--- src/rtl/ysyx_24080014_lsu.sv ---
// Load/store control stage between EXU and the data-memory port; one request in flight.
// Optional macro LSU_MISALIGN_TRAP_EN: misaligned half/word accesses return out_err=1 without touching memory.
module ysyx_24080014_lsu #(
  parameter int AW = 32,
  parameter int DW = 32
) (
  input  logic          clk,
  input  logic          rst_n,
  input  logic          in_valid,
  output logic          in_ready,
  input  logic          in_ren,
  input  logic          in_wen,
  input  logic [2:0]    in_funct3,
  input  logic [AW-1:0] in_addr,
  input  logic [DW-1:0] in_wdata,
  output logic          mem_ren,
  output logic          mem_wen,
  output logic [AW-1:0] mem_addr,
  output logic [DW-1:0] mem_wdata,
  output logic [7:0]    mem_wmask,
  input  logic          mem_ready,
  input  logic [DW-1:0] mem_rdata,
  output logic          out_valid,
  input  logic          out_ready,
  output logic [DW-1:0] out_rdata,
  output logic          out_err
);

  typedef enum logic [1:0] {IDLE = 2'd0, ACCESS = 2'd1, RESP = 2'd2} state_t;

  state_t        state_r, state_next_s;
  logic          mem_ren_r, mem_wen_r, load_r, uns_r, out_err_r;
  logic [1:0]    size_r, off_r;
  logic [AW-1:0] mem_addr_r;
  logic [DW-1:0] mem_wdata_r, out_rdata_r;
  logic [7:0]    mem_wmask_r;
  logic          mem_op_s, misalign_s;

  function automatic logic [3:0] store_mask(input logic [1:0] size, input logic [1:0] off);
    case (size)
      2'b00:   store_mask = 4'b0001 << off;
      2'b01:   store_mask = 4'b0011 << (off & 2'b10);
      default: store_mask = 4'b1111;
    endcase
  endfunction

  function automatic logic [31:0] store_data(input logic [1:0] size, input logic [31:0] wdata);
    case (size)
      2'b00:   store_data = {4{wdata[7:0]}};
      2'b01:   store_data = {2{wdata[15:0]}};
      default: store_data = wdata;
    endcase
  endfunction

  function automatic logic [31:0] load_extract(input logic [1:0] size, input logic uns,
                                               input logic [1:0] off, input logic [31:0] rdata);
    logic [7:0]  b;
    logic [15:0] h;
    case (off)
      2'b00:   b = rdata[7:0];
      2'b01:   b = rdata[15:8];
      2'b10:   b = rdata[23:16];
      default: b = rdata[31:24];
    endcase
    h = off[1] ? rdata[31:16] : rdata[15:0];
    case (size)
      2'b00:   load_extract = uns ? {24'd0, b} : {{24{b[7]}}, b};
      2'b01:   load_extract = uns ? {16'd0, h} : {{16{h[15]}}, h};
      default: load_extract = rdata;
    endcase
  endfunction

  assign mem_op_s = in_ren | in_wen;

`ifdef LSU_MISALIGN_TRAP_EN
  assign misalign_s = mem_op_s &
                      (((in_funct3[1:0] == 2'b01) & in_addr[0]) |
                       (in_funct3[1] & (in_addr[1:0] != 2'b00)));
`else
  assign misalign_s = 1'b0;
`endif

  // State register.
  always_ff @(posedge clk or negedge rst_n) begin
    if (!rst_n) state_r <= IDLE;
    else        state_r <= state_next_s;
  end

  // Next-state logic; trapped or memory-less requests bypass ACCESS.
  always_comb begin
    state_next_s = state_r;
    case (state_r)
      IDLE: begin
        if (in_valid) state_next_s = (mem_op_s && !misalign_s) ? ACCESS : RESP;
        else          state_next_s = IDLE;
      end
      ACCESS: begin
        if (mem_ready) state_next_s = RESP;
        else           state_next_s = ACCESS;
      end
      RESP: begin
        if (out_ready) state_next_s = IDLE;
        else           state_next_s = RESP;
      end
      default: state_next_s = IDLE;
    endcase
  end

  // Request capture, memory-side registers and result capture.
  always_ff @(posedge clk or negedge rst_n) begin
    if (!rst_n) begin
      mem_ren_r   <= 1'b0;
      mem_wen_r   <= 1'b0;
      mem_addr_r  <= '0;
      mem_wdata_r <= '0;
      mem_wmask_r <= 8'h00;
      load_r      <= 1'b0;
      uns_r       <= 1'b0;
      size_r      <= 2'b00;
      off_r       <= 2'b00;
      out_rdata_r <= '0;
      out_err_r   <= 1'b0;
    end else begin
      case (state_r)
        IDLE: begin
          if (in_valid) begin
            mem_addr_r  <= {in_addr[AW-1:2], 2'b00};
            mem_wdata_r <= store_data(in_funct3[1:0], in_wdata);
            mem_wmask_r <= (in_wen && !misalign_s) ? {4'b0000, store_mask(in_funct3[1:0], in_addr[1:0])}
                                                   : 8'h00;
            mem_ren_r   <= in_ren & ~in_wen & ~misalign_s;
            mem_wen_r   <= in_wen & ~misalign_s;
            load_r      <= in_ren & ~in_wen;
            uns_r       <= in_funct3[2];
            size_r      <= in_funct3[1:0];
            off_r       <= in_addr[1:0];
            out_rdata_r <= '0;
            out_err_r   <= misalign_s;
          end
        end
        ACCESS: begin
          if (mem_ready) begin
            mem_ren_r <= 1'b0;
            mem_wen_r <= 1'b0;
            if (load_r) out_rdata_r <= load_extract(size_r, uns_r, off_r, mem_rdata);
          end
        end
        default: ;
      endcase
    end
  end

  assign in_ready  = (state_r == IDLE);
  assign out_valid = (state_r == RESP);
  assign mem_ren   = mem_ren_r;
  assign mem_wen   = mem_wen_r;
  assign mem_addr  = mem_addr_r;
  assign mem_wdata = mem_wdata_r;
  assign mem_wmask = mem_wmask_r;
  assign out_rdata = out_rdata_r;
  assign out_err   = out_err_r;

endmodule

--- config.mk ---
export PLATFORM = sky130hd
export DESIGN_NAME = ysyx_24080014_lsu
export DESIGN_NICKNAME = d
export VERILOG_FILES = /design/src/rtl/ysyx_24080014_lsu.sv
export SDC_FILE = /design/constraint.sdc
export NUM_CORES = 1
export LEC_CHECK = 0
export ABC_AREA = 1
export CAP_MARGIN = 10
export CORE_MARGIN = 1.5
export CORE_UTILIZATION = 39
export DETAILED_ROUTE_END_ITERATION = 10
export HOLD_SLACK_MARGIN = 0.05
export PLACE_DENSITY = 0.81
export SLEW_MARGIN = 40
export SYNTH_ARGS = -nofsm -noshare
export SYNTH_HDL_FRONTEND = slang
export SYNTH_SLANG_ARGS = --single-unit
--- constraint.sdc ---
create_clock -name clk -period 1.4 [get_ports clk]
set_input_delay 0.28 -clock clk [delete_from_list [all_inputs] [get_ports clk]]
set_output_delay 0.28 -clock clk [all_outputs]
set_load 0.01 [all_outputs]
-- Yosys cells after proc, flatten, opt, wreduce, memory -nomap -nowiden
Cells that the tools add are included.
- eq/ne operators: 9
- shift-type cells: 2
- muxes and demuxes: 22
- bitwise operators: 3
- reductions and logical operators: 8
- operators by type and width (cell ; count):
    32-bit case mux with 2 select lines ; 3
    32-bit two-way mux ; 5
    8-bit case mux with 3 select lines ; 1
    16-bit two-way mux ; 1
    2-bit by 1-bit == test with 1-bit output, second input constant ; 4
    2-bit zero test ; 4
    2-bit two-way mux ; 4
    4-bit case mux with 2 select lines ; 1
    2-bit != test, second input constant ; 3
    2-bit case mux with 3 select lines ; 1
    2-bit == test, second input constant ; 2
    4-bit two-way mux ; 1
    1-bit case mux with 2 select lines ; 2
    4-bit AND reduction ; 1
    1-bit by 2-bit << shifter with 4-bit output, first input constant ; 1
    2-bit by 2-bit << shifter with 4-bit output, first input constant ; 1
    1-bit two-way mux ; 3
    3-bit AND reduction ; 1
    2-bit AND reduction ; 1
    2-bit nonzero test ; 1
    1-bit AND ; 1
    1-bit inverter ; 1
    1-bit OR ; 1
- register bits after elaboration: 112
- output and inout port bits: 109
- word-level logic and storage cells: 55

-- Depth between registers and ports, before layout
- depth in word-level cells: 7
- gate-level depth with buffers: 9

-- Worst setup path after synthesis
Ideal clock, no wire load.
- path type: register to register
- from: reg state_r[0]
- to: reg mem_addr_r[12] (netlist: mem_addr[12])
- setup time: 0.116 ns
- arrival: 1.263 ns
- data required time: 1.284 ns
- path slack: 0.020 ns
- stages on the path, launching flop included: 8
- buffers on the path: 3
- path through: dfrtp_1 -> nor2_2 -> nand2_1 -> buf_4 -> buf_4 -> buf_4 -> nand2_1 -> nand2_1
- word-level cells in the longest chain between the ends: 2
- RTL lines (element ; RTL line ; RTL):
    start, declared ; 31 ; state_t state_r, state_next_s;
    start signal, assigned ; 86 ; else state_r <= state_next_s;
    2-bit zero test ; -- ;
    net in_ready ; 10 ; output logic in_ready,
    2-bit AND reduction (no line) ; -- ;
    end signal, assigned ; 127 ; mem_addr_r <= {in_addr[AW-1:2], 2'b00};
    end, declared ; 34 ; logic [AW-1:0] mem_addr_r;
The timed path passes the listed nets, and every way through them passes these cells.
A chain may end at the register's enable or synchronous reset.

-- Final worst setup path
- from: reg off_r[1]
- to: reg out_rdata_r[28] (netlist: out_rdata[28])
- word-level cells in the longest chain between the ends: 7
- RTL lines (element ; RTL line ; RTL):
    start, declared ; 33 ; logic [1:0] size_r, off_r;
    start signal, assigned ; 136 ; off_r <= in_addr[1:0];
    2-bit == test (tied with other cells) ; 59 ; case (off)
    8-bit case mux with 3 select lines ; 59 ;
    32-bit two-way mux ; 67 ; 2'b00: load_extract = uns ? {24'd0, b} : {{24{b[7]}}, b};
    32-bit case mux with 2 select lines (*) ; 66 ; case (size)
    32-bit two-way mux (*) ; 145 ; if (load_r) out_rdata_r <= load_extract(size_r, uns_r, off_r, mem_rdata);
    32-bit two-way mux (*) ; 142 ; if (mem_ready) begin
    32-bit case mux with 2 select lines (*) ; 124 ; case (state_r)
    end signal, assigned ; 145 ;
    end, declared ; 35 ; logic [DW-1:0] mem_wdata_r, out_rdata_r;
Every way passes the cells marked *; elsewhere a longest branch is shown, timed or not. The select of a mux whose other input is x is not followed.

==> flow_summary.json <==
{
  "clockBufferDepth": 2,
  "yosys.area_share.xor_xnor_pct": 0,
  "ys_seq_area_share_pct": 52.7,
  "cp-start-kind": "flip-flop",
  "cts_buffers": 9,
  "synth_ff_type": "dfrtp_1",
  "die_h_microns": 118,
  "arrival_ns": 1.65,
  "fin_worst_skew_ns": 0.0118,
  "cts_htree_levels": 3,
  "slew_viol_final": 0,
  "ir_drop_mv": 1.18,
  "post-route-period-util_pct": 100,
  "die_x_microns": 118,
  "antenna_found_initial": 0,
  "total_power_w": 0.0158,
  "hold_class": "in -> async",
  "coreArea_sq_mm": 0.0127,
  "synth-simple-area-share_pct": 29.5,
  "period_needed_ns": 1.40,
  "syn2layout_area_growth_pct": 61.2,
  "gr-usage-all-layers_pct": 23.9,
  "synthesis.instances": 656,
  "netlist_area_sq_mm": 0.00513,
  "diodes": 0,
  "cts_root_buffer": "clkbuf_16",
  "dr_wl_met2_mm": 8.25,
  "drive_gt1_share_pct": 18.2,
  "dieArea_sq_mm": 0.0139,
  "synth_mux_area_share_pct": 0,
  "synth_edf_count": 0,
  "place_congestion": 0.869,
  "layout.nets": 1002,
  "critPathSlowestCell": "dfrtp_2",
  "final-setup-viol-count": 4,
  "io_buffers": 207,
  "yosysUniqueCellTypes": 28,
  "rsz0062_at_grt": "true",
  "p_leak_nw": 4.38,
  "violations": "negative setup slack",
  "crit_type": "reg -> reg",
  "synth_compound_area_share_pct": 10.3,
  "synth_area_per_cell_sq_um": 7.82,
  "drtIter0Drc": 341,
  "grt_pass1_wl_mm": 26.5,
  "p_per_area_mw_per_mm2": 1910,
  "dpl.hpwl_mm": 11.9,
  "layout_setup_ws_ns": -0.00250,
  "cts_tree": "built",
  "setup.worst_path.end_class": "flip-flop",
  "yosys_warnings": 0,
  "clock_latency_ns": 0.36,
  "wirelength_mm": 16.9,
  "highest_layer": "met4",
  "final_cell_count_no_fill": 1073,
  "hold_viol_final": 0,
  "gr-total-overflow": 0,
  "cp.required_ns": 1.65,
  "status": "finished with violations",
  "initial_utilization_pct": 40.3,
  "fmax_mhz": 713,
  "grt_pass1_vias": 5336,
  "wl_met1_mm": 6.45,
  "num_vias": 5332,
  "whs_ns": 0.373,
  "drt-vias-per-instance": 4.97,
  "ios": 215,
  "synth_top_family_by_area": "simple AND/OR/NAND/NOR gates",
  "rows": 41,
  "grt_max_degree": 46,
  "maxCapViolations": 0,
  "ant_nets": 0,
  "drcViolationCount": 0,
  "path_cells": "buf_6, nand2_2, o21a_2, nand3_4, nand3_4, nand3_2, nand2_1",
  "synthArstFlopShare_pct": 100,
  "synthAdderAreaFrac_pct": 0,
  "cts_sinks": 108,
  "routed-wl-met3_mm": 1.71,
  "dp.cells": 1048,
  "max_stage_delay_ns": 0.42,
  "wl_per_cell_microns": 15.7,
  "clkTransAtPathRegs_ns": 0.08,
  "dr.pass1.iters": 5,
  "ys_ff_latch": 108,
  "dpl_worst_slack_ns": -0.356,
  "cp_max_fo": 8,
  "crit_path_frequent_cell": "nand3_4"
}
flip-flops by register name (all words and copies together), names as in the netlist:
name,cells
mem_wdata,32
out_rdata,32
mem_addr,30
mem_wmask,4
off_r,2
size_r,2
state_r,2
load_r,1
mem_ren,1
mem_wen,1
uns_r,1
power by group:
part           switching, W  internal, W
clock               0.00126      0.00129
combinational       0.00436      0.00365
sequential         0.000815      0.00442
total               0.00644      0.00936
logic make-up after synthesis:
group | Yosys count
buffers and inverters | 78
other | 1
AND/OR/NAND/NOR | 367
AO/OA/AOI/OAI | 102
flip-flops | 108
worst max-delay path, delay by kind of cell (launching register included):
family | cells | cell delay (ns)
buf+inv | 1 | 0.13
flops | 1 | 0.42
simple gates | 5 | 0.51
compound gates | 1 | 0.23
cell type report:
class,count,area [sq um]
clock buffer,10,239
clock inverter,6,52.6
fill,1099,4450
inverter,38,153
multi-input combinational,477,2360
sequential,108,2710
tap,172,215
timing repair buffer,262,2550
cells in the mapped netlist, types with 2 or more instances:
| library cell | number | share of area [%] |
|---|---|---|
| nor2_1 | 43 | 3.1 |
| clkbuf_1 | 8 | 0.59 |
| o21ai_0 | 55 | 5.4 |
| inv_2 | 2 | 0.15 |
| nand3_4 | 2 | 0.68 |
| nor2_2 | 2 | 0.24 |
| nand3_1 | 31 | 3.0 |
| o22ai_1 | 8 | 0.98 |
| nand2_1 | 272 | 20 |
| inv_1 | 35 | 2.6 |
| buf_4 | 11 | 1.6 |
| a21oi_1 | 36 | 3.5 |
| nand3b_1 | 2 | 0.29 |
| buf_6 | 3 | 0.66 |
| nand3_2 | 3 | 0.59 |
| or2_2 | 8 | 0.98 |
| dfrtp_1 | 108 | 53 |
| buf_2 | 17 | 1.7 |
placed cells by master (no fill, tap or decap), types with 4 or more instances in the layout:
cell type | synthesis | routed
clkdlybuf4s50_1 | 0 | 104
o21ai_0 | 55 | 30
buf_12 | 0 | 7
nand2_4 | 1 | 5
clkbuf_16 | 0 | 10
buf_4 | 11 | 31
nand2_2 | 1 | 27
a21oi_1 | 36 | 30
nor2_1 | 43 | 40
nand3_1 | 31 | 19
nand3_2 | 3 | 14
o22ai_2 | 0 | 4
dlygate4sd2_1 | 0 | 100
or2_2 | 8 | 6
o22ai_1 | 8 | 4
dfrtp_1 | 108 | 106
o21ai_2 | 0 | 7
conb_1 | 1 | 7
o21ai_1 | 0 | 17
a21oi_2 | 0 | 6
inv_6 | 0 | 5
nand2_1 | 272 | 242
inv_1 | 35 | 32
inv_2 | 2 | 4
buf_6 | 3 | 15
nand3_4 | 2 | 4
final timing paths:
path,slack [ns],start,depth (start not counted),end
min reg2reg,0.47,out_rdata[28],2,out_rdata[28]
min,0.37,rst_n,2,mem_addr[25]
min in group clk,0.45,in_addr[25],3,mem_addr[25]
max reg2reg,-0.002,off_r[1],7,out_rdata[28]
max in group asynchronous,0.49,rst_n,3,mem_wdata[28]
max,-0.002,off_r[1],7,out_rdata[28]
metal layers:
metal / track usage (%) / up-vias
li1: - / 2555
met1: 28.4 / 2476
met2: 39.8 / 261
met3: 8.24 / 40
met4: 9.83 / 0
met5: 0 / -
stage by stage:
stage	utilization [%]	TNS, ns	instance area, sq um
5_1_grt	65.0	-2.13	8280
2_1_floorplan	-	0	5150
4_1_cts	62.4	-0.107	7940
6_report	65.0	-0.00677	8280
3_3_place_gp	60.1	-15.39	7650
3_5_place_dp	60.1	-17.59	7650
what timing repair did:
item | 4_1_cts | 5_1_grt
hold endpoints to repair | 17 | 0
hold buffers | 1 | 0
pin swaps | 7 | 21
cloned | 2 | 1
setup buffers | 2 | 3
resized for setup | 130 | 105
endpoints found under the setup margin | 167 | 53
Note: power is estimated with default switching activity, not from simulation.
